--- src/rtl/dmem_split_lsu.sv ---
// Load/store unit between the rv32 memory stage and dmem: aligned accesses pass straight through,
// misaligned half/word accesses become byte sequences. Optional macro: MISALIGN_TRAP_EN (trap instead of split).
module dmem_split_lsu (
  input  logic        clk,
  input  logic        reset,
  input  logic        req_valid,
  input  logic        req_we,
  input  logic [31:0] req_addr,
  input  logic [2:0]  req_control,
  input  logic [31:0] req_wdata,
  output logic        stall,
  output logic        resp_valid,
  output logic [31:0] resp_rdata,
  output logic        misalign_fault,
  output logic        mem_we,
  output logic [31:0] mem_addr,
  output logic        mem_usignext,
  output logic [1:0]  mem_width,
  output logic [31:0] mem_wdata,
  input  logic [31:0] mem_rdata,
  output logic [1:0]  dbg_state
);

  // Handshake: a request is consumed at the first posedge where req_valid=1 and stall=0;
  // while stall=1 the request inputs must hold. resp_valid marks load data on resp_rdata that cycle.
  typedef enum logic [1:0] {
    ST_IDLE  = 2'd0,
    ST_SPLIT = 2'd1,
    ST_DONE  = 2'd2
  } state_t;

  state_t      r_state;
  state_t      w_state_nxt;
  logic [1:0]  r_cnt;
  logic [1:0]  w_cnt_nxt;
  logic [31:0] r_buf;
  logic        w_cap_en;
  logic [1:0]  w_cap_lane;

  logic        w_is_half;
  logic        w_is_word;
  logic        w_misaligned;
  logic [1:0]  w_last_cnt;
  logic [4:0]  w_lane_sel;
  logic [31:0] w_half_ext;

  logic        w_mem_we;
  logic        w_stall;
  logic        w_resp_valid;
  logic        w_fault;

  assign w_is_half    = (req_control[1:0] == 2'b01);
  assign w_is_word    = req_control[1];
  assign w_misaligned = (w_is_half & req_addr[0]) | (w_is_word & (req_addr[1:0] != 2'b00));
  assign w_last_cnt   = w_is_word ? 2'd3 : 2'd1;
  assign w_lane_sel   = {r_cnt, 3'b000};
  assign w_half_ext   = req_control[2] ? {16'h0000, r_buf[15:0]}
                                       : {{16{r_buf[15]}}, r_buf[15:0]};

  always_comb begin
    w_state_nxt  = r_state;
    w_cnt_nxt    = r_cnt;
    w_cap_en     = 1'b0;
    w_cap_lane   = r_cnt;
    w_mem_we     = 1'b0;
    mem_addr     = req_addr;
    mem_width    = req_control[1:0];
    mem_usignext = req_control[2];
    mem_wdata    = req_wdata;
    w_stall      = 1'b0;
    w_resp_valid = 1'b0;
    resp_rdata   = mem_rdata;
    w_fault      = 1'b0;
    case (r_state)
      ST_IDLE: begin
        if (req_valid && w_misaligned) begin
`ifdef MISALIGN_TRAP_EN
          w_fault = 1'b1;
`else
          // Byte 0 goes out in the request cycle itself, so the split costs only N stalled cycles.
          w_mem_we     = req_we;
          mem_width    = 2'b00;
          mem_usignext = 1'b1;
          mem_wdata    = {24'h000000, req_wdata[7:0]};
          w_stall      = 1'b1;
          w_cap_en     = 1'b1;
          w_cap_lane   = 2'd0;
          w_cnt_nxt    = 2'd1;
          w_state_nxt  = ST_SPLIT;
`endif
        end else begin
          w_mem_we     = req_valid & req_we;
          w_resp_valid = req_valid & ~req_we;
        end
      end
      ST_SPLIT: begin
        w_mem_we     = req_we;
        mem_addr     = req_addr + {30'h0, r_cnt};
        mem_width    = 2'b00;
        mem_usignext = 1'b1;
        mem_wdata    = {24'h000000, req_wdata[w_lane_sel +: 8]};
        w_stall      = 1'b1;
        w_cap_en     = 1'b1;
        if (r_cnt == w_last_cnt) begin
          w_cnt_nxt   = 2'd0;
          w_state_nxt = ST_DONE;
        end else begin
          w_cnt_nxt   = r_cnt + 2'd1;
        end
      end
      ST_DONE: begin
        w_resp_valid = ~req_we;
        resp_rdata   = w_is_word ? r_buf : w_half_ext;
        w_state_nxt  = ST_IDLE;
      end
      default: begin
        w_state_nxt = ST_IDLE;
      end
    endcase
  end

  always_ff @(posedge clk) begin
    if (reset) begin
      r_state <= ST_IDLE;
      r_cnt   <= 2'd0;
      r_buf   <= 32'h0;
    end else begin
      r_state <= w_state_nxt;
      r_cnt   <= w_cnt_nxt;
      if (w_cap_en) begin
        r_buf[{w_cap_lane, 3'b000} +: 8] <= mem_rdata[7:0];
      end
    end
  end

  // Side-effecting outputs are suppressed during the reset cycle; a partial split store stays written.
  assign mem_we         = w_mem_we & ~reset;
  assign stall          = w_stall & ~reset;
  assign resp_valid     = w_resp_valid & ~reset;
  assign misalign_fault = w_fault & ~reset;
  assign dbg_state      = r_state;

endmodule

--- config.mk ---
export PLATFORM = sky130hd
export DESIGN_NAME = dmem_split_lsu
export DESIGN_NICKNAME = d
export VERILOG_FILES = /design/src/rtl/dmem_split_lsu.sv
export SDC_FILE = /design/constraint.sdc
export NUM_CORES = 1
export LEC_CHECK = 0
export CAP_MARGIN = 10
export CORE_MARGIN = 2
export CORE_UTILIZATION = 33
export DETAILED_ROUTE_END_ITERATION = 6
export GPL_ROUTABILITY_DRIVEN = 0
export GPL_TIMING_DRIVEN = 0
export PLACE_DENSITY = 0.87
export SYNTH_ARGS = -nofsm -noshare
export SYNTH_HDL_FRONTEND = slang
export SYNTH_SLANG_ARGS = --single-unit
--- constraint.sdc ---
create_clock -name clk -period 3.16 [get_ports clk]
set_clock_uncertainty 0.1 [all_clocks]
set_input_delay 0.79 -clock clk [delete_from_list [all_inputs] [get_ports clk]]
set_output_delay 0.79 -clock clk [all_outputs]
set_load 0.05 [all_outputs]
==> results of run 1 <==
[power by group]
| part | internal [mW] | total [mW] | switching, mW |
|---|---|---|---|
| clock | 0.194 | 0.357 | 0.163 |
| combinational | 0.361 | 0.996 | 0.635 |
| sequential | 0.465 | 0.475 | 0.00961 |
[worst max-delay path by stage]
| stage | from | endpoint | cells after the start |
|---|---|---|---|
| 2_1_floorplan | req_addr[0] | mem_addr[22] | 8 |
| 3_3_place_gp | req_addr[0] | mem_addr[22] | 10 |
| 3_5_place_dp | req_addr[0] | mem_addr[22] | 10 |
| 4_1_cts | req_addr[0] | mem_addr[22] | 10 |
| 5_1_grt | r_cnt[1] | mem_addr[22] | 9 |
| 6_report | req_addr[0] | mem_addr[20] | 11 |
[registers in the layout, summed over array words and instances (netlist names)]
register	count
dbg_state	2
r_buf	32
r_cnt	2
[cells by family (layout without fill, tap and decap cells)]
family | Yosys count | after routing | share of synthesized area
and+or+nand+nor | 243 | 243 | 0.3896
AOI/OAI and AO/OA | 82 | 82 | 0.1721
DFF | 36 | 36 | 0.2355
buffers and inverters | 35 | 281 | 0.05028
xor gates and xnor gates | 32 | 32 | 0.09158
muxes | 10 | 10 | 0.03271
adders and majority gates | 6 | 6 | 0.02698
other | 1 | 1 | 0.001225
[timing repair]
action / CTS / global route
resized for setup: 602 / 69
pin swaps: 24 / 22
buffers inserted: 19 / 16
endpoints found under the setup margin: 110 / 62
[worst reg2reg max path, cell delays in order (launching register included)]
cell       delay (ns)
dfxtp_1          0.38
buf_1            0.30
buf_4            0.29
clkbuf_2         0.27
nand2_1          0.16
ha_1             0.37
nand4bb_1        0.22
nor2_2           0.32
a22oi_1          0.15
nor2_1           0.11
[Yosys cell counts (2+ instances only)]
cell type    n
a21oi_1     25
a22o_1       8
nand2_2      2
nand4_1      5
xnor2_1     24
nor4_4       2
nor4_1       2
ha_1         5
nand3_1     10
buf_4        2
dfxtp_1     36
and4_1       3
and3_1       5
nand2_1    102
clkbuf_1    20
inv_1        6
a22oi_1     24
buf_2        6
o21ai_0     17
nand2b_1     3
nor2_1      64
xor2_1       8
nor2b_1     29
and2_1       2
mux2i_1     10
[area by class of cell]
cell class | instances | area (µm²)
Fill cell | 706 | 2870
Multi-Input combinational cell | 374 | 2869
Timing Repair Buffer | 240 | 2193
Sequential cell | 36 | 724.4
Buffer | 28 | 193.9
Tap cell | 111 | 138.9
Clock buffer | 7 | 96.34
Inverter | 6 | 22.52
[stage by stage]
stage	setup TNS (ns)	cell area, µm²	utilization
after floorplan	-1.946	3567	-
after global placement	-83.00	5768	0.6332
after detailed placement	-86.73	5768	0.6332
after CTS	-4.472	6080	0.6674
after global routing	-8.565	6238	0.6849
final	-6.615	6238	0.6849
[routing by layer]
| metal | wire length (µm) | GRT usage | vias up |
|---|---|---|---|
| li1 | - | - | 1991 |
| met1 | 5371 | 0.3073 | 1990 |
| met2 | 7649 | 0.4801 | 238 |
| met3 | 1158 | 0.06058 | 37 |
| met4 | 445 | 0.07692 | 2 |
| met5 | 15 | 0 | - |
==> impl_metrics.prom, run 1 <==
# TYPE chip_impl_metric gauge
chip_impl_info{name="run_status",value="complete, but fails checks"} 1
chip_impl_info{name="failed_checks",value="negative setup slack"} 1
chip_impl_metric{name="rows",unit=""} 35
chip_impl_metric{name="postRouteAntennaNets",unit=""} 0
chip_impl_info{name="mostFrequentLayoutCells",value="98 x nand2_1, 73 x clkdlybuf4s50_1, 56 x nor2_1, 41 x buf_6, 36 x buf_2"} 1
chip_impl_metric{name="hold-path-cell-count",unit=""} 1
chip_impl_metric{name="vias",unit=""} 4258
chip_impl_metric{name="power_density",unit="mW/mm²"} 293.0
chip_impl_metric{name="drive_above_1_share",unit=""} 0.3893
chip_impl_metric{name="netlist_instances",unit=""} 445
chip_impl_metric{name="yosys_warnings",unit=""} 0
chip_impl_metric{name="layout.nets",unit=""} 800
chip_impl_info{name="worstSetupStartpointType",value="input port"} 1
chip_impl_metric{name="die_area",unit="mm²"} 0.01006
chip_impl_metric{name="start_util",unit=""} 0.3360
chip_impl_metric{name="max_cap_violations",unit=""} 0
chip_impl_metric{name="detail_route.iter0.violations",unit=""} 207
chip_impl_metric{name="share_of_the_yosys_chip_area_belonging_to_registers",unit=""} 0.2355
chip_impl_metric{name="maxSlewViolCount",unit=""} 0
chip_impl_metric{name="globalRouteOverflowTotal",unit=""} 0
chip_impl_info{name="synth_area_leaders",value="dfxtp_1 24%, nand2_1 13%, nor2_1 7.8%, xnor2_1 6.9%, nor2b_1 5.9%"} 1
chip_impl_metric{name="post_route_non_filler_standard_cell_count",unit=""} 802
chip_impl_metric{name="design.core.area",unit="mm²"} 0.009109
chip_impl_metric{name="power.ir.vdd_worst",unit="V"} 0.0001796
chip_impl_info{name="end_kind",value="primary output"} 1
chip_impl_metric{name="dp_cells",unit=""} 762
chip_impl_metric{name="io_buffers",unit=""} 206
chip_impl_metric{name="holdWs",unit="ns"} 0.3795
chip_impl_metric{name="cp_data_required_time",unit="ns"} 2.27
chip_impl_metric{name="asyncSetResetFlopFracSynth",unit=""} 0
chip_impl_info{name="reg2reg_to",value="r_buf[15]"} 1
chip_impl_metric{name="clock.fmax",unit="GHz"} 0.2709
chip_impl_info{name="layout.cells.most_common",value="nand2_1"} 1
chip_impl_info{name="dominantRegCellSynth",value="dfxtp_1"} 1
chip_impl_metric{name="power",unit="mW"} 1.828
chip_impl_metric{name="clock_tree.buffer_depth",unit=""} 2
chip_impl_metric{name="worst-slew-pin-transition",unit="ns"} 0.5744
chip_impl_info{name="rsz_0062_raised_after_global_routing",value="true"} 1
chip_impl_metric{name="vias_in_the_first_global_route",unit=""} 4105
chip_impl_metric{name="antenna_cells_inserted",unit=""} 0
chip_impl_metric{name="finalSetupViolations",unit=""} 25
chip_impl_info{name="timing_worst_setup_path_type",value="in -> out"} 1
chip_impl_info{name="crit_slowest_cell",value="and4bb_4"} 1
chip_impl_metric{name="r2r_setup_slk",unit="ns"} 0.41
chip_impl_metric{name="grt_pass1_wl",unit="mm"} 21.18
chip_impl_metric{name="h-tree-depth",unit=""} 2
chip_impl_metric{name="avgViaCountPerCell",unit=""} 5.309
chip_impl_metric{name="clk_pin_slew_worst_paths",unit="ns"} 0.07
chip_impl_metric{name="leakagePower",unit="nW"} 2.730
chip_impl_metric{name="finalWorstPathRequiredPeriod",unit="ns"} 3.692
chip_impl_metric{name="number_of_clock_buffers_inserted_by_tritoncts",unit=""} 5
chip_impl_metric{name="fin_crit_sh",unit=""} 1.168
chip_impl_info{name="holdCritStartpoint",value="r_buf[2]"} 1
chip_impl_metric{name="die_h",unit="µm"} 100.3
chip_impl_metric{name="drt_pass1_iterations",unit=""} 4
chip_impl_metric{name="synthDominantCellAreaShare",unit=""} 0.2355
chip_impl_metric{name="dpl_worst_slack",unit="ns"} -1.737
chip_impl_metric{name="crit_buf_inv",unit=""} 4
chip_impl_info{name="library_cell_occupying_the_most_area_in_the_post_synthesis_netlist",value="dfxtp_1"} 1
chip_impl_metric{name="areaGrowthSynthToFinish",unit="%"} 103.8
chip_impl_info{name="hold-path-endpoint",value="r_buf[2]"} 1
chip_impl_metric{name="synthesized_area_divided_by_synthesized_cell_count",unit="µm²"} 6.877
chip_impl_metric{name="setup_slack",unit="ns"} -0.5320
chip_impl_info{name="kind_of_cell_with_the_highest_combined_delay_on_the_critical_path",value="simple AND/OR/NAND/NOR gates"} 1
chip_impl_metric{name="numClockSinks",unit=""} 36
chip_impl_metric{name="postSynthRegisterBits",unit=""} 36
chip_impl_metric{name="postCtsHoldBufs",unit=""} 0
chip_impl_metric{name="grt_start_max_net_pins",unit=""} 11
chip_impl_metric{name="global_route.usage.total",unit=""} 0.2638
chip_impl_info{name="tritoncts",value="done"} 1
chip_impl_metric{name="netlist_area",unit="mm²"} 0.003060
chip_impl_metric{name="syn-num-nets",unit=""} 554
chip_impl_metric{name="hold_violations",unit=""} 0
chip_impl_metric{name="clk-insertion-delay-late",unit="ns"} 0.29
chip_impl_metric{name="place.detailed.hpwl",unit="mm"} 9.958
chip_impl_metric{name="wl_per_cell",unit="µm"} 18.25
chip_impl_metric{name="floorplan.die.width",unit="µm"} 100.3
chip_impl_metric{name="num_io_pins",unit=""} 208
chip_impl_info{name="worstPathCellList",value="buf_8 -> ha_4 -> inv_2 -> fa_2 -> and4bb_4 -> nand4_4 -> or2_4 -> buf_4 -> nor2_4 -> xor2_4 -> buf_6"} 1
chip_impl_metric{name="grt_antenna_before_repair",unit=""} 1
chip_impl_metric{name="max-slew-margin-rel",unit=""} 0.6158
chip_impl_info{name="r2r_start",value="r_cnt[0]"} 1
chip_impl_metric{name="drc_errors",unit=""} 0
chip_impl_metric{name="critical-path-max-stage-delay",unit="ns"} 0.36
chip_impl_metric{name="ys_types",unit=""} 50
chip_impl_metric{name="critical_path.max_fanout",unit=""} 5
chip_impl_metric{name="count_of_cells_along_the_worst_register_to_register_path",unit=""} 9
chip_impl_info{name="ctsRootBufferMaster",value="clkbuf_8"} 1
chip_impl_metric{name="drt-total-wl",unit="mm"} 14.64
chip_impl_metric{name="count_of_flip_flops_with_a_built_in_enable_after_synthesis",unit=""} 0
chip_impl_info{name="hp-class",value="reg -> reg"} 1
chip_impl_metric{name="critical_path_arrival",unit="ns"} 2.80
Power figures use the tool's default switching activity.
==> run 2: changes to the inputs <==
--- a/config.mk
+++ b/config.mk
@@ -12,6 +12,7 @@
 export GPL_ROUTABILITY_DRIVEN = 0
 export GPL_TIMING_DRIVEN = 0
 export PLACE_DENSITY = 0.87
+export SKIP_CTS_REPAIR_TIMING = 1
 export SYNTH_ARGS = -nofsm -noshare
 export SYNTH_HDL_FRONTEND = slang
 export SYNTH_SLANG_ARGS = --single-unit
==> run 2 against run 1 <==
Against the previous run:
- the run still ends with negative setup slack left
- flip-flop and latch count stayed put
- core utilization is 1.1 points lower
- sequential power hardly changed
- critical path depth is 1 lower
- via count is 1.2% lower
- sequential share of layout area is 0.15 points higher
- critical endpoint is now mem_addr[22]
==> impl_metrics.prom, run 2 (synthesized netlist as in run 1, its figures left out) <==
# TYPE chip_impl_metric gauge
chip_impl_info{name="failed_checks",value="negative setup slack"} 1
chip_impl_info{name="top_reg_by_flops",value="r_buf"} 1
chip_impl_metric{name="grt_start_max_net_pins",unit=""} 11
chip_impl_metric{name="layout.nets",unit=""} 793
chip_impl_metric{name="h-tree-depth",unit=""} 2
chip_impl_metric{name="post_route_non_filler_standard_cell_count",unit=""} 797
chip_impl_metric{name="seq_power_share",unit=""} 0.261
chip_impl_metric{name="start_util",unit=""} 0.3360
chip_impl_metric{name="power_density",unit="mW/mm²"} 296.3
chip_impl_metric{name="worst-slew-pin-transition",unit="ns"} 0.5851
chip_impl_metric{name="detail_route.iter0.violations",unit=""} 192
chip_impl_metric{name="globalRouteOverflowTotal",unit=""} 0
chip_impl_metric{name="crit_buf_inv",unit=""} 3
chip_impl_metric{name="number_of_flip_flops_in_the_largest_register",unit=""} 32
chip_impl_metric{name="switching_power",unit="µW"} 803.2
chip_impl_metric{name="filler_cell_count",unit=""} 735
chip_impl_metric{name="dp_cells",unit=""} 762
chip_impl_metric{name="hold_violations",unit=""} 0
chip_impl_info{name="worstPathCellList",value="buf_8 -> ha_4 -> inv_2 -> fa_2 -> and4bb_4 -> nand4_4 -> or2_4 -> nor3_4 -> xor2_4 -> buf_6"} 1
chip_impl_info{name="timing_worst_setup_path_type",value="in -> out"} 1
chip_impl_metric{name="die_area",unit="mm²"} 0.01006
chip_impl_metric{name="power",unit="mW"} 1.819
chip_impl_metric{name="global_route.usage.total",unit=""} 0.2408
chip_impl_metric{name="num_io_pins",unit=""} 208
chip_impl_metric{name="grt_antenna_before_repair",unit=""} 1
chip_impl_metric{name="power.share.combinational",unit=""} 0.541
chip_impl_info{name="rsz_0062_raised_after_global_routing",value="true"} 1
chip_impl_metric{name="max_cap_violations",unit=""} 0
chip_impl_metric{name="clk_pin_slew_worst_paths",unit="ns"} 0.07
chip_impl_metric{name="grt_pass1_wl",unit="mm"} 19.51
chip_impl_info{name="layout.cells.most_common",value="nand2_1"} 1
chip_impl_metric{name="vias",unit=""} 4208
chip_impl_info{name="tritoncts",value="done"} 1
chip_impl_metric{name="finalWorstPathRequiredPeriod",unit="ns"} 3.722
chip_impl_info{name="crit_slowest_cell",value="fa_2"} 1
chip_impl_metric{name="power_frac_clock",unit=""} 0.197
chip_impl_metric{name="die_h",unit="µm"} 100.3
chip_impl_metric{name="critical_path.max_fanout",unit=""} 5
chip_impl_metric{name="drt_pass1_iterations",unit=""} 6
chip_impl_info{name="worstSetupStartpointType",value="input port"} 1
chip_impl_metric{name="io_buffers",unit=""} 206
chip_impl_metric{name="critical-path-max-stage-delay",unit="ns"} 0.39
chip_impl_metric{name="numClockSinks",unit=""} 36
chip_impl_metric{name="leakagePower",unit="nW"} 2.985
chip_impl_metric{name="setup_slack",unit="ns"} -0.5615
chip_impl_metric{name="finish.utilization",unit=""} 0.6740
chip_impl_metric{name="drive_above_1_share",unit=""} 0.3480
chip_impl_metric{name="rows",unit=""} 35
chip_impl_metric{name="avgViaCountPerCell",unit=""} 5.280
chip_impl_metric{name="drt-total-wl",unit="mm"} 14.13
chip_impl_metric{name="critical_path_arrival",unit="ns"} 2.83
chip_impl_metric{name="power.ir.vdd_worst",unit="V"} 0.0001797
chip_impl_metric{name="place.detailed.hpwl",unit="mm"} 9.958
chip_impl_metric{name="swShare",unit=""} 0.4416
chip_impl_metric{name="areaGrowthSynthToFinish",unit="%"} 100.6
chip_impl_metric{name="maxSlewViolCount",unit=""} 0
chip_impl_metric{name="design.core.area",unit="mm²"} 0.009109
chip_impl_info{name="ctsRootBufferMaster",value="clkbuf_8"} 1
chip_impl_info{name="run_status",value="complete, but fails checks"} 1
chip_impl_info{name="end_kind",value="primary output"} 1
chip_impl_info{name="hp-class",value="reg -> reg"} 1
chip_impl_metric{name="wl_per_cell",unit="µm"} 17.72
chip_impl_info{name="kind_of_cell_with_the_highest_combined_delay_on_the_critical_path",value="simple AND/OR/NAND/NOR gates"} 1
chip_impl_info{name="mostFrequentLayoutCells",value="97 x nand2_1, 74 x clkdlybuf4s50_1, 57 x nor2_1, 41 x dlymetal6s2s_1, 39 x clkbuf_2"} 1
chip_impl_metric{name="clock_tree.buffer_depth",unit=""} 2
chip_impl_metric{name="fin_tns_setup",unit="ns"} -6.454
chip_impl_metric{name="max-slew-margin-rel",unit=""} 0.6087
chip_impl_metric{name="clock.fmax",unit="GHz"} 0.2687
chip_impl_metric{name="vias_in_the_first_global_route",unit=""} 3900
chip_impl_metric{name="internal_power_consumption",unit="mW"} 1.016
chip_impl_metric{name="holdWs",unit="ns"} 0.3829
chip_impl_metric{name="floorplan.die.width",unit="µm"} 100.3
chip_impl_metric{name="drc_errors",unit=""} 0
chip_impl_metric{name="number_of_clock_buffers_inserted_by_tritoncts",unit=""} 5
chip_impl_metric{name="cp_data_required_time",unit="ns"} 2.27
chip_impl_metric{name="postRouteAntennaNets",unit=""} 0
chip_impl_metric{name="finalSetupViolations",unit=""} 25
chip_impl_metric{name="fin_crit_sh",unit=""} 1.178
chip_impl_metric{name="clk-insertion-delay-late",unit="ns"} 0.28
## run 2: changes by cell type in the layout (fill, tap and decap cells not counted), moves of 4 or more
cell | previous run | this run
dlymetal6s2s_1 | 2 | 41
clkdlybuf4s15_2 | 22 | 0
clkbuf_2 | 19 | 39
dlygate4sd2_1 | 17 | 0
buf_2 | 36 | 22
buf_6 | 41 | 32
clkbuf_4 | 1 | 6
clkbuf_8 | 11 | 7
clkdlybuf4s18_2 | 4 | 0
## run 2: routing by layer
layer	share of wire	routed length, µm	vias up	GRT usage
met3	0.086	1219	44	0.05084
met2	0.51	7256	226	0.4290
met5	0	0	-	0
met1	0.36	5123	1956	0.2935
met4	0.037	527	0	0.06428
li1	-	-	1982	-
## run 2: final timing paths
check,start,to,slack [ns],cells past startpoint
max,req_addr[0],mem_addr[22],-0.56,10
min,r_buf[2],r_buf[2],0.38,1
max reg2reg,r_cnt[0],r_buf[14],0.37,9
min reg2reg,r_buf[2],r_buf[2],0.38,1
## run 2: final cells by class
class,count,area (µm²),area share
Buffer,28,180.2,0.02935
Multi-Input combinational cell,374,2829,0.4608
Tap cell,111,138.9,0.02262
Inverter,6,22.52,0.003668
Timing Repair Buffer,233,2146,0.3495
Clock buffer,7,96.34,0.01569
Antenna cell,2,5.005,0.0008152
Sequential cell,36,721.9,0.1176
## run 2: power by group through the flow
stage	logic (mW)	clock network [mW]	registers, mW
5_1_grt	1.03	0.377	0.476
3_3_place_gp	0.968	0	0.485
4_1_cts	0.988	0.358	0.475
3_5_place_dp	0.984	0	0.485
6_report	0.984	0.359	0.475
2_1_floorplan	0.577	0	0.487
## run 2: through the flow
| stage | setup WS [ns] | cell area (µm²) |
|---|---|---|
| 4_1_cts | -1.743 | 5864 |
| 3_5_place_dp | -1.737 | 5768 |
| 3_3_place_gp | -1.694 | 5768 |
| 2_1_floorplan | -0.3629 | 3567 |
| 6_report | -0.5615 | 6140 |
| 5_1_grt | -0.6532 | 6135 |
